===== config.mk =====
export PLATFORM = sky130hd
export DESIGN_NAME = input_packet_arbiter
export DESIGN_NICKNAME = d
export VERILOG_FILES = /design/src/rtl/input_packet_arbiter.sv
export SDC_FILE = /design/constraint.sdc
export NUM_CORES = 1
export LEC_CHECK = 0
export CAP_MARGIN = 25
export CORE_AREA = 2 2 307 309
export DETAILED_ROUTE_END_ITERATION = 7
export DIE_AREA = 0 0 309 311
export HOLD_SLACK_MARGIN = 0.02
export PLACE_DENSITY = 0.37
export SYNTH_ARGS = -nofsm -noshare
export SYNTH_HDL_FRONTEND = slang
export SYNTH_SLANG_ARGS = --single-unit

===== constraint.sdc =====
create_clock -name clk_bft -period 6.6 [get_ports clk_bft]
set_input_delay 1.32 -clock clk_bft [delete_from_list [all_inputs] [get_ports clk_bft]]
set_output_delay 1.32 -clock clk_bft [all_outputs]
set_load 0.005 [all_outputs]

===== src/rtl/input_packet_arbiter.sv =====
// input_packet_arbiter: round-robin pick of one input packet per cycle into a backpressured output register.
// Optional INPUT_PACKET_ARBITER_STATS_EN adds a saturating stall_count output.
module input_packet_arbiter #(
    parameter int PACKET_BITS   = 97,
    parameter int NUM_IN_PORTS  = 7,
    parameter int NUM_PORT_BITS = 4,
    parameter int PORT_BASE     = 2
) (
    input  logic                                 clk_bft,
    input  logic                                 reset,
    input  logic [PACKET_BITS*NUM_IN_PORTS-1:0]  packet_from_input_ports,
    output logic [NUM_IN_PORTS-1:0]              ack_to_input_ports,
    output logic [PACKET_BITS-1:0]               stream_out,
    input  logic                                 stream_out_ready,
    output logic [NUM_PORT_BITS-1:0]             grant_port
`ifdef INPUT_PACKET_ARBITER_STATS_EN
    ,
    output logic [15:0]                          stall_count
`endif
);
    localparam int MSB = PACKET_BITS - 1;

    logic [PACKET_BITS-1:0]   stream_q, stream_d;
    logic [NUM_PORT_BITS-1:0] grant_q, grant_d;
    logic [NUM_IN_PORTS-1:0]  ack_q, ack_d, last_q, last_d, req, elig;
    logic [3:0]               rr_q, rr_d, win;
    logic                     free, found;
    int                       idx;

    // Requests are packet valid bits; the previous winner sits out one cycle
    always_comb begin
        for (int i = 0; i < NUM_IN_PORTS; i++) req[i] = packet_from_input_ports[PACKET_BITS*i + MSB];
        elig = req & ~last_q;
        free = !stream_q[MSB] || stream_out_ready;
    end

    // First eligible index after rr_q, wrapping at NUM_IN_PORTS-1
    always_comb begin
        found = 1'b0;
        win   = rr_q;
        idx   = 0;
        for (int k = 1; k <= NUM_IN_PORTS; k++) begin
            idx = int'(rr_q) + k;
            idx = idx >= NUM_IN_PORTS ? idx - NUM_IN_PORTS : idx;
            if (!found && elig[idx]) begin
                found = 1'b1;
                win   = 4'(idx);
            end
        end
    end

    // Capture the winner when the output stage is free, otherwise hold or empty it
    always_comb begin
        stream_d = stream_q;
        grant_d  = grant_q;
        rr_d     = rr_q;
        ack_d    = '0;
        last_d   = '0;
        if (free && found) begin
            stream_d = packet_from_input_ports[PACKET_BITS*int'(win) +: PACKET_BITS];
            grant_d  = NUM_PORT_BITS'(PORT_BASE + int'(win));
            rr_d     = win;
            ack_d    = NUM_IN_PORTS'(1) << win;
            last_d   = ack_d;
        end else if (free) begin
            stream_d[MSB] = 1'b0;
            grant_d       = '0;
        end
    end

    // State registers; reset drops any held packet without acking it
    always_ff @(posedge clk_bft or negedge reset) begin
        if (!reset) begin
            stream_q <= '0;
            grant_q  <= '0;
            ack_q    <= '0;
            last_q   <= '0;
            rr_q     <= 4'(NUM_IN_PORTS - 1);
        end else begin
            stream_q <= stream_d;
            grant_q  <= grant_d;
            ack_q    <= ack_d;
            last_q   <= last_d;
            rr_q     <= rr_d;
        end
    end

    assign stream_out         = stream_q;
    assign grant_port         = grant_q;
    assign ack_to_input_ports = ack_q;

`ifdef INPUT_PACKET_ARBITER_STATS_EN
    logic [15:0] stall_q;

    // Saturating count of cycles where a valid output is held by backpressure
    always_ff @(posedge clk_bft or negedge reset) begin
        if (!reset) stall_q <= '0;
        else stall_q <= (stream_q[MSB] && !stream_out_ready && stall_q != 16'hFFFF) ? stall_q + 16'd1 : stall_q;
    end

    assign stall_count = stall_q;
`endif
endmodule


==> reports/metrics.yaml, run 1 <==
run_status: "complete, no violations"
ios: 790
grt.total_usage_pct: 16.8
crit_path_start_kind: "flop"
max_slew_margin_pct: 42.2
antenna_found_initial: 15
routed_wl_um: 83300
yosysWarnings: 0
end_kind: "flop"
ys_seq_area_share_pct: 23.9
yosys-top-cells-count: "289 x mux2i_1, 110 x dfrtp_1, 96 x a221o_1, 85 x nand2_1, 69 x o21ai_0"
r2r_slack_ns: 0.69
ys_types: 83
synth_area_um2: 11700
initial_utilization_pct: 12.6
critPathRequiredTime_ns: 6.88
rows: 112
fmax_mhz: 169
rsz0062_at_grt: "false"
root_buffer: "clkbuf_16"
cp_cell_sequence: "inv_2 > ha_1 > and2_4 > nand3b_4 > a311o_1 > a22o_1 > mux2_4 > a2111oi_4 > nand2_2 > o32ai_4 > buf_12 > mux2_1 > a221o_1 > a32o_1"
synthDominantCellAreaShare_pct: 24.7
reg2reg_depth: 14
cts.clk_slew.worst_paths_ns: 0.09
grt_pass1_wl_um: 115000
port_buffers: 789
min_period_over_period_pct: 89.5
synthTopCellsByArea: "mux2i_1 25%, dfrtp_1 23%, a221o_1 8.2%, a32o_1 4.8%, a22oi_1 3.8%"
drt_iter0_drc: 827
tns_ns: 0
critical-path-top-delay-family: "compound AO/OA/AOI/OAI gates"
async_flop_share_pct: 100
first_pass_iters: 5
cts_htree_levels: 3
fin_skew_ns: 0.0212
finalMaxSlewViolations: 0
die_height_um: 311
synth_edf_count: 0
crit_buf_inv: 2
place_congestion: 0.893
yosys_most_used_dff: "dfrtp_1"
hp-class: "flop to flop"
design_area_um2: 21500
ant_nets: 0
fin_crit_ns: 5.91
fin_ws_ns: 0.691
areaGrowthSynthToFinish_pct: 83.7
viasPerCell: 4.25
nFillCells: 10100
r2r_end: "stream_out[8]$_DFFE_PN0P_"
place_area_um2: 21200
first_global_vias: 14800
layout.nets: 2661
clk_path_buf_depth: 2
cts_tree: "built"
ctsHoldBuffers: 0
dr_total_vias: 13700
slowest_stage: "dfstp_2"
pre_cts_ws_ns: 0.714
die-area_um2: 96100
grt.overflow.total: 0
grt_max_degree: 107
drive_gt1_share_pct: 6.35
cts.sinks: 112
hold_violations: 0
drc: 0
syn_avg_cell_area_um2: 9.54
clkLatencyLatePin_ns: 0.40
worstHoldPathCells: 1
dp_hpwl_um: 67700
synth.net_count: 1928
slowest_delay_ns: 0.87
multiInputGateArea_um2: 8330
synth_most_common_cell: "mux2i_1"
min_from: "stream_out[53]$_DFFE_PN0P_"
crit_type: "flop to flop"
maxCapViolCount: 0
ys_ff_latch: 112
cts_resized: 0
worst_pin_slew_ns: 0.859
cts_made_buffers: 9
setup_viol: 0
timing.rr.start: "rr_q[1]$_DFFE_PN1P_"
cp_max_fo: 37
wl_per_cell_um: 25.8
synthCells: 1230
arrival_ns: 6.19
post-cts-setup-buffers: 0
die_w_um: 309
core-area_um2: 92800
regArea_um2: 2810
synth_top_area_cell: "mux2i_1"
holdPathEnd: "stream_out[53]$_DFFE_PN0P_"
## area by class of cell
class                           count  area share [%]
Sequential cell                   112            13.0
Tap cell                         1254            7.28
Timing Repair Buffer              839            39.3
Inverter                           10           0.174
Clock inverter                      6           0.360
Clock buffer                        9            1.05
Multi-Input combinational cell    991            38.7
Antenna cell                       10           0.116
## layout by cell type, fill, tap and decap left out, drive strengths merged, types with 7 or more instances in the layout
master	netlist	routed
clkdlybuf4s50	0	788
mux2i	289	289
dfrtp	110	110
a221o	96	96
nand2	86	86
o21ai	71	71
a22oi	60	60
mux2	58	58
a32o	56	56
buf	76	51
nor2	32	32
a21oi	28	28
nand2b	21	21
xnor2	20	20
ha	16	16
nor2b	14	14
nand3	13	13
inv	10	13
nor3	12	12
diode	0	10
a211oi	9	9
clkbuf	41	9
a31oi	8	8
and2	7	7
## metal layers
metal | part of all wire [%] | up-vias | global-route usage [%] | wire length, µm
met4 | 1.4 | 4 | 3.73 | 1180
met2 | 50 | 511 | 29.2 | 41900
met3 | 7.7 | 40 | 5.16 | 6410
met5 | 0.028 | - | 0 | 23
li1 | - | 6360 | - | -
met1 | 41 | 6829 | 20.3 | 33800
## kinds of logic after synthesis
group	Yosys count	share of synthesized area, %
XOR/XNOR	25	2.03
buffers and inverters	127	5.83
flip-flops	112	23.9
adder cells (fa/ha/maj)	16	1.71
multiplexers	348	30.5
AO/OA/AOI/OAI	381	26.4
AND/OR/NAND/NOR	221	9.71
## worst register-to-register path, stage by stage, from the launching register on
cell	delay, ns
dfstp_2	0.87
inv_2	0.32
ha_1	0.58
and2_4	0.27
nand3b_4	0.24
a311o_1	0.37
a22o_1	0.25
mux2_4	0.32
a2111oi_4	0.41
nand2_2	0.24
o32ai_4	0.47
buf_12	0.29
mux2_1	0.53
a221o_1	0.38
a32o_1	0.26
## worst max-delay path by stage
stage / start / to / slack (ns) / cells after the start
floorplan: rr_q[2]$_DFFE_PN1P_ / stream_out[41]$_DFFE_PN0P_ / 1.86 / 17
global placement: packet_from_input_ports[193] / stream_out[8]$_DFFE_PN0P_ / 0.71 / 13
detailed placement: rr_q[1]$_DFFE_PN1P_ / stream_out[8]$_DFFE_PN0P_ / 0.71 / 14
CTS: rr_q[1]$_DFFE_PN1P_ / stream_out[8]$_DFFE_PN0P_ / 0.68 / 14
global route: rr_q[1]$_DFFE_PN1P_ / stream_out[8]$_DFFE_PN0P_ / 0.54 / 14
finish: rr_q[1]$_DFFE_PN1P_ / stream_out[8]$_DFFE_PN0P_ / 0.69 / 14
## metrics by stage
stage | util [%] | instances | hold WS (ns)
after global routing | 23.2 | 3228 | 0.520
after detailed placement | 22.9 | 3206 | 0.480
after floorplan | - | 1230 | 0.473
after global placement | 22.9 | 3206 | 0.477
after CTS | 23.2 | 3221 | 0.500
final | 23.2 | 3231 | 0.493
## sequential cells by signal, indices dropped and copies added, names as in the netlist
name / flops
stream_out: 97
last_q: 7
grant_port: 4
rr_q: 4
Power of run 1 is not shown: default switching activity piles up to over one toggle a cycle in this logic, so the estimate is an artifact.
==> run 2, diff against run 1 <==
CAP_MARGIN = 20   (was 25)
==> results of run 2 <==
The final DEF is identical to that of run 1; final timing and power are the same.
Power of run 2 is left out for the same reason.
